--- config.mk ---
export PLATFORM = sky130hd
export DESIGN_NAME = switch_accumulator
export DESIGN_NICKNAME = d
export VERILOG_FILES = /design/src/rtl/switch_accumulator_pkg.sv /design/src/rtl/button_debounce.sv /design/src/rtl/switch_accumulator.sv
export SDC_FILE = /design/constraint.sdc
export NUM_CORES = 1
export LEC_CHECK = 0
export CELL_PAD_IN_SITES_DETAIL_PLACEMENT = 0
export CELL_PAD_IN_SITES_GLOBAL_PLACEMENT = 1
export CORE_MARGIN = 2
export CORE_UTILIZATION = 36
export CTS_CLUSTER_DIAMETER = 120
export DETAILED_ROUTE_END_ITERATION = 8
export PLACE_DENSITY = 0.85
export SETUP_SLACK_MARGIN = 0.05
export SLEW_MARGIN = 25
export SYNTH_ARGS = -nofsm -noshare
export SYNTH_HDL_FRONTEND = slang
export SYNTH_SLANG_ARGS = --single-unit
--- constraint.sdc ---
create_clock -name clk_clk -period 2.4 [get_ports clk_clk]
set_clock_uncertainty 0.2 [all_clocks]
set_input_delay 0.24 -clock clk_clk [delete_from_list [all_inputs] [get_ports clk_clk]]
set_output_delay 0.24 -clock clk_clk [all_outputs]
set_load 0.1 [all_outputs]
--- src/rtl/switch_accumulator_pkg.sv ---
// Shared constants and types for the switch accumulator: register map, CTRL bit
// positions and the per-button press FSM state.
package switch_accumulator_pkg;

    localparam logic [1:0] ADDR_ACC    = 2'd0;
    localparam logic [1:0] ADDR_CTRL   = 2'd1;
    localparam logic [1:0] ADDR_STATUS = 2'd2;
    localparam logic [1:0] ADDR_SWITCH = 2'd3;

    localparam int unsigned CTRL_MODE_BIT  = 0;
    localparam int unsigned CTRL_SAT_BIT   = 1;
    localparam int unsigned STATUS_OVF_BIT = 0;

    typedef enum logic {
        IDLE_UP,
        DOWN
    } btn_state_e;

endpackage

--- src/rtl/button_debounce.sv ---
// Active-low key conditioner: 2-flop synchroniser, stable-sample debounce counter
// and a press FSM that emits one event per debounced press.
module button_debounce
    import switch_accumulator_pkg::*;
#(
    parameter int unsigned DEBOUNCE_CYCLES = 500000
) (
    input  logic clk_i,
    input  logic rst_i,
    input  logic btn_ni,
    output logic level_o,
    output logic press_o
);

    localparam int unsigned CntW = $clog2(DEBOUNCE_CYCLES);
    localparam logic [CntW-1:0] CntMax = CntW'(DEBOUNCE_CYCLES - 1);

    logic            sync1_q, sync2_q;
    logic            level_q, level_d;
    logic [CntW-1:0] cnt_q, cnt_d;
    btn_state_e      state_q, state_d;
    logic            press_q, press_d;

    always_comb begin
        cnt_d   = '0;
        level_d = level_q;
        // Count consecutive samples that disagree with the accepted level.
        if (sync2_q != level_q) begin
            if (cnt_q == CntMax) begin
                level_d = sync2_q;
            end else begin
                cnt_d = cnt_q + 1'b1;
            end
        end

        state_d = state_q;
        press_d = 1'b0;
        unique case (state_q)
            IDLE_UP: begin
                if (!level_q) begin
                    state_d = DOWN;
                    press_d = 1'b1;
                end
            end
            DOWN: begin
                if (level_q) begin
                    state_d = IDLE_UP;
                end
            end
        endcase
    end

    always_ff @(posedge clk_i) begin
        if (rst_i) begin
            sync1_q <= 1'b1;
            sync2_q <= 1'b1;
            level_q <= 1'b1;
            cnt_q   <= '0;
            state_q <= IDLE_UP;
            press_q <= 1'b0;
        end else begin
            sync1_q <= btn_ni;
            sync2_q <= sync1_q;
            level_q <= level_d;
            cnt_q   <= cnt_d;
            state_q <= state_d;
            press_q <= press_d;
        end
    end

    assign level_o = level_q;
    assign press_o = press_q;

endmodule

--- src/rtl/switch_accumulator.sv ---
// Switch/LED accumulator with clear key, add/load mode, wrap or saturate overflow
// and an Avalon-MM slave exposing ACC, CTRL, STATUS and the synchronised switches.
module switch_accumulator
    import switch_accumulator_pkg::*;
#(
    parameter int unsigned WIDTH            = 8,
    parameter int unsigned DEBOUNCE_CYCLES  = 500000,
    parameter bit          SATURATE_DEFAULT = 1'b0
) (
    input  logic             clk_clk,
    input  logic             reset_reset,
    input  logic [WIDTH-1:0] switch_wire_export,
    input  logic             accumulate_button_export,
    input  logic             clear_button_export,
    output logic [WIDTH-1:0] led_wire_export,
    output logic             overflow_export,
    input  logic [1:0]       avs_address,
    input  logic             avs_read,
    input  logic             avs_write,
    input  logic [31:0]      avs_writedata,
    output logic [31:0]      avs_readdata
);

    logic [WIDTH-1:0] sw_sync1_q, sw_sync2_q;
    logic [WIDTH-1:0] acc_q, acc_d;
    logic             mode_q, mode_d;
    logic             sat_q, sat_d;
    logic             ovf_q, ovf_d;
    logic [15:0]      cnt_q, cnt_d;
    logic [31:0]      rdata_q, rdata_d;
    logic             accum_evt, clear_evt;
    logic             acc_wr, ctrl_wr, status_wr;
    logic [WIDTH:0]   sum;

    button_debounce #(
        .DEBOUNCE_CYCLES(DEBOUNCE_CYCLES)
    ) u_accum_btn (
        .clk_i  (clk_clk),
        .rst_i  (reset_reset),
        .btn_ni (accumulate_button_export),
        .level_o(),
        .press_o(accum_evt)
    );

    button_debounce #(
        .DEBOUNCE_CYCLES(DEBOUNCE_CYCLES)
    ) u_clear_btn (
        .clk_i  (clk_clk),
        .rst_i  (reset_reset),
        .btn_ni (clear_button_export),
        .level_o(),
        .press_o(clear_evt)
    );

    always_comb begin
        acc_wr    = avs_write && (avs_address == ADDR_ACC);
        ctrl_wr   = avs_write && (avs_address == ADDR_CTRL);
        status_wr = avs_write && (avs_address == ADDR_STATUS);
        sum       = {1'b0, acc_q} + {1'b0, sw_sync2_q};

        acc_d  = acc_q;
        mode_d = mode_q;
        sat_d  = sat_q;
        ovf_d  = ovf_q;
        cnt_d  = cnt_q;

        if (ctrl_wr) begin
            mode_d = avs_writedata[CTRL_MODE_BIT];
            sat_d  = avs_writedata[CTRL_SAT_BIT];
        end
        if (status_wr && avs_writedata[STATUS_OVF_BIT]) begin
            ovf_d = 1'b0;
        end

        // Lowest priority first; later assignments override ACC/ovf but not count.
        if (accum_evt) begin
            cnt_d = cnt_q + 16'd1;
            if (mode_q) begin
                acc_d = sw_sync2_q;
            end else begin
                acc_d = (sum[WIDTH] && sat_q) ? '1 : sum[WIDTH-1:0];
                if (sum[WIDTH]) begin
                    ovf_d = 1'b1;
                end
            end
        end
        if (acc_wr) begin
            acc_d = avs_writedata[WIDTH-1:0];
        end
        if (clear_evt) begin
            acc_d = '0;
            ovf_d = 1'b0;
        end

        rdata_d = rdata_q;
        if (avs_read) begin
            rdata_d = '0;
            unique case (avs_address)
                ADDR_ACC:    rdata_d[WIDTH-1:0] = acc_q;
                ADDR_CTRL: begin
                    rdata_d[CTRL_MODE_BIT] = mode_q;
                    rdata_d[CTRL_SAT_BIT]  = sat_q;
                end
                ADDR_STATUS: begin
                    rdata_d[STATUS_OVF_BIT] = ovf_q;
                    rdata_d[31:16]          = cnt_q;
                end
                ADDR_SWITCH: rdata_d[WIDTH-1:0] = sw_sync2_q;
            endcase
        end
    end

    always_ff @(posedge clk_clk) begin
        if (reset_reset) begin
            sw_sync1_q <= '0;
            sw_sync2_q <= '0;
            acc_q      <= '0;
            mode_q     <= 1'b0;
            sat_q      <= SATURATE_DEFAULT;
            ovf_q      <= 1'b0;
            cnt_q      <= '0;
            rdata_q    <= '0;
        end else begin
            sw_sync1_q <= switch_wire_export;
            sw_sync2_q <= sw_sync1_q;
            acc_q      <= acc_d;
            mode_q     <= mode_d;
            sat_q      <= sat_d;
            ovf_q      <= ovf_d;
            cnt_q      <= cnt_d;
            rdata_q    <= rdata_d;
        end
    end

    assign led_wire_export = acc_q;
    assign overflow_export = ovf_q;
    assign avs_readdata    = rdata_q;

endmodule
# Word level (Yosys, flattened, before mapping)

Index checks and enable logic that the tools add are counted.

Output and inout bits: 41
Bits in registers: 115
Bits of input ports: 48
Word-level logic and storage cells: 61

Add/subtract/negate cells: 4
Multiplexer cells: 14
Eq/ne operators: 7
Bitwise logic cells: 2
Reductions and logical operators: 14

Operator list:

| cell                  | number |
|---|---|
| $add 19x1->19 const B | 2 |
| $eq 19x19->1 const B  | 2 |
| $mux 8                | 4 |
| $add 16x1->16 const B | 1 |
| $mux 16               | 1 |
| $pmux 6 s2            | 1 |
| $add 8x8->9           | 1 |
| $mux 1                | 6 |
| $reduce_or 2->1       | 3 |
| $reduce_or 3->1       | 2 |
| $logic_and 1x1->1     | 5 |
| $eq 2x2->1 const B    | 2 |
| $pmux 1 s4            | 1 |
| $reduce_and 2->1      | 2 |
| $pmux 1 s3            | 1 |
| $eq 2x1->1 const B    | 1 |
| $logic_not 2->1       | 1 |
| $ne 1x1->1            | 2 |
| $not 1->1             | 2 |
| $reduce_bool 2->1     | 1 |

# Logic depth before layout (Yosys ltp)

Depth in word-level cells: 7
Depth in mapped cells: 8
Mapped depth without buffers: 7

# Cells and area by module

From an unflattened synthesis, not the netlist that was laid out.

Cell total of the unflattened synthesis: 589
Area, all modules: 5,268.8 um^2

Modules (own cells, without submodules):

| module             | seq. area each (um^2) | cells each | instances | area an instance (um^2) |
|---|---|---|---|---|
| switch_accumulator | 1,341.3               | 369        | 1         | 3,244.4 |
| button_debounce    | 480.5                 | 110        | 2         | 1,012.2 |

# Least setup slack after synthesis

Ideal clock, no wire load.

Kind: register -> register
Start point: reg acc_q[5] (netlist: led_wire_export[5])
End point: reg acc_q[5] (netlist: led_wire_export[5])
Arrival: 2.506 ns
Period minus slack after synthesis: 2.828 ns
Data required time: 2.078 ns
Cell stages (with the launch flop): 7
Slack: -0.428 ns
Buffers on the path: 1
Library setup time: 0.122 ns
Cells stage by stage: dfxtp_1 ha_1 buf_2 a211oi_2 nor2_1 o32a_1 o311a_1

Word-level cells in the longest chain between the ends: 6

Ends and longest elaborated chain:

| what                   | line                      | text |
|---|---|---|
| from (decl)            | switch_accumulator.sv:25  | `logic [WIDTH-1:0] acc_q, acc_d;` |
| from (signal assigned) | switch_accumulator.sv:117 | `acc_q <= '0;` |
| from (signal assigned) | switch_accumulator.sv:126 | `acc_q <= acc_d;` |
| $add 8x8->9 (*)        | switch_accumulator.sv:59  | `sum = {1'b0, acc_q} + {1'b0, sw_sync2_q};` |
| $logic_and 1x1->1      | switch_accumulator.sv:81  | `acc_d = (sum[WIDTH] && sat_q) ? '1 : sum[WIDTH-1:0];` |
| $mux 8 (*)             | switch_accumulator.sv:81  |  |
| $mux 8 (*)             | switch_accumulator.sv:78  | `if (mode_q) begin` |
| $mux 8 (*)             | switch_accumulator.sv:76  | `if (accum_evt) begin` |
| $mux 8 (*)             | switch_accumulator.sv:87  | `if (acc_wr) begin` |

Every way passes the cells marked *; elsewhere a longest branch is shown, timed or not. The select of a mux whose other input is x is not followed.
A chain may end at the register's enable or synchronous reset.

# Worst setup path in the final report

Start point: reg acc_q[0] (netlist: led_wire_export[0])
End point: reg acc_q[5] (netlist: led_wire_export[5])

The elaborated chain is that of the path after synthesis.

==> results.ini <==
[setup_path]
arrival_ns = 2.34
startpoint_type = flip-flop
worstPathMaxFanout = 8
path_class = flip-flop to flip-flop
worstPathRequired_ns = 2.50
cp-end-kind = flip-flop

[clock_tree]
htree_levels = 4
cts_buffers = 17
clk_pin_slew_worst_paths_ns = 0.05
cts_num_sinks = 115
clockBufferDepth = 2
cts_tree = done
postCtsHoldBufs = 0
clock_latency_ns = 0.41
cts_root_buf = clkbuf_16

[sta]
fin_hold_ws_ns = 0.0494
slew_viol_final = 0
fmax_mhz = 445
setup_viol = 0
layout_min_cycle_time_ns = 2.25
finalHoldViolCount = 0
final.period_utilization_pct = 93.6
fin_ws_ns = 0.154
tns_ns = 0
rsz0062_at_grt = no

[synthesis]
async_flop_share_pct = 0
synth-main-ff-cell = dfxtp_1
synth_top_area_share_pct = 44.6
ys_ff_latch = 115
netlist_instances = 592
synth_top_area_cell = dfxtp_1
yosys_warnings = 0
synth_cell_types = 50
netlist_top_cells_count = 115 x dfxtp_1, 75 x nor2_1, 45 x a21oi_1
postSynthAreaPerCell_um2 = 8.73
yosysSeqAreaShare_pct = 44.6
synth_edf_count = 0
synth_most_common_cell = dfxtp_1
yosys-top-cells-area = dfxtp_1 45%, xor2_1 5.6%, nor2_1 5.4%, a21oi_1 4.4%, nand3_1 4.2%
synth_area_mm2 = 0.00517

[power]
leakagePower_nw = 2.40
ir_drop_v = 0.000508
powerDensity_mw_per_mm2 = 745

[global_routing]
grt_overflow = 0
grt_antenna_before_repair = 0
grt_max_degree = 34
grt_pass1_vias = 4059
grt_usage_pct = 15.9
grt_pass1_wl_um = 18800

[floorplanning]
fp.dieH_um = 124
dieArea_mm2 = 0.0153
rows = 43
io_pins = 89
initial_core_util_pct = 37.1
die_w_um = 124
placeableCoreArea_mm2 = 0.0139

[min_path]
worstHoldPathType = input port to flip-flop

[finish]
final_area_mm2 = 0.00643
drive_gt1_share_pct = 15.0
areaGrowthSynthToFinish_pct = 24.5
fin_util_pct = 46.2
finish.net_count = 718
antenna_cells = 0

[route]
first_pass_iters = 6
wire_per_inst_um = 13.3
vias_per_cell = 4.96
vias = 4189
routed_wl_um = 11300
ant_nets = 0
drc_errors = 0
drt_iter0_drc = 382

[outcome]
status = finished, final reports clean

[placement]
gp_congestion = 0.877
dp_slack_ns = 0.103
dpl_cell_area_mm2 = 0.00582
dp_hpwl_um = 7760
portBuffers = 56

[run]
max-cap-violations = 0

layer usage:
| metal | routed length (µm) | vias up | share of wire (%) | track usage, % |
|---|---|---|---|---|
| li1 | - | 2115 | - | - |
| met4 | 157 | 0 | 1.4 | 7.03 |
| met3 | 498 | 22 | 4.4 | 5.04 |
| met1 | 5130 | 1961 | 46 | 18.7 |
| met5 | 0 | - | 0 | 0 |
| met2 | 5480 | 91 | 49 | 26.5 |
flip-flops by register name (all words and copies together), names as in the netlist:
name and flops:
avs_readdata 24, cnt_q 16, led_wire_export 8, mode_q 1, overflow_export 1, sat_q 1, sw_sync1_q 8, sw_sync2_q 8
u_accum_btn.cnt_q 19, u_accum_btn.level_o 1, u_accum_btn.press_o 1, u_accum_btn.state_q 1, u_accum_btn.sync1_q 1, u_accum_btn.sync2_q 1, u_clear_btn.cnt_q 19, u_clear_btn.level_o 1
u_clear_btn.press_o 1, u_clear_btn.state_q 1, u_clear_btn.sync1_q 1, u_clear_btn.sync2_q 1
cell usage in the layout (no fill, tap or decap), types with 4 or more instances in the layout:
cell type and n:
xor2_1 33, dfxtp_2 5, inv_1 21, clkinvlp_4 4, dfxtp_1 107, and4_1 4
ha_1 16, xnor2_1 21, nand4_1 11, a22o_1 6, nor2_1 75, conb_1 8
clkdlybuf4s50_1 22, nor3_1 11, nand2_1 32, nand2b_1 19, a21oi_1 45, nor2b_1 26
or2_2 6, and3_1 5, buf_4 46, clkbuf_16 17, o21ai_0 26, nand3_1 43
repair_timing:
| action | 4_1_cts | 5_1_grt |
|---|---|---|
| resized for setup | 0 | 2 |
| setup endpoints to repair | 0 | 5 |
| buffers inserted | 0 | 0 |
final timing paths:
path / slack (ns) / end / depth (start not counted) / from
min: 0.05 / u_accum_btn.state_q$_SDFF_PP0_ / 2 / reset_reset
max reg2reg: 0.15 / led_wire_export[5]$_SDFFE_PP0P_ / 6 / led_wire_export[0]$_SDFFE_PP0P_
min reg2reg: 0.18 / u_clear_btn.press_o$_SDFF_PP0_ / 1 / u_clear_btn.state_q$_SDFF_PP0_
max: 0.15 / led_wire_export[5]$_SDFFE_PP0P_ / 6 / led_wire_export[0]$_SDFFE_PP0P_
where the power goes:
group	switching (mW)	internal, mW
clock	0.874	1.66
combinational	0.211	0.0962
sequential	0.0212	1.93
kinds of logic after synthesis:
kind of cell             count (synthesis)  synth area share, %
XOR/XNOR                                54                 9.15
AND/OR/NAND/NOR                        251                 25.2
multiplexers                             3                0.581
buffers and inverters                   56                 5.23
other                                    1               0.0726
AO/OA/AOI/OAI                           94                 10.7
adder cells (fa/ha/maj)                 18                 4.50
flip-flops                             115                 44.6
per-stage QoR:
| step | power, mW | std cells |
|---|---|---|
| final | 4.80 | 845 |
| after global routing | 4.97 | 845 |
| after CTS | 4.86 | 845 |
| after detailed placement | 2.30 | 813 |
| after global placement | 2.30 | 813 |
| after floorplan | 2.22 | 599 |
critical path, cell delays in order, from the launching register on:
cell and delay, ns:
dfxtp_4 0.35, ha_2 0.20, fa_1 0.38, nand3_1 0.11
a21oi_1 0.09, o32a_4 0.44, o311a_1 0.35
final cells by class:
cell class / count / area [µm²]
Fill cell: 1309 / 7500
Multi-Input combinational cell: 428 / 2640
Sequential cell: 115 / 2320
Timing Repair Buffer: 69 / 571
Clock buffer: 20 / 447
Tap cell: 180 / 225
Clock inverter: 12 / 156
Inverter: 21 / 78.8
Note: power is estimated with default switching activity, not from simulation.
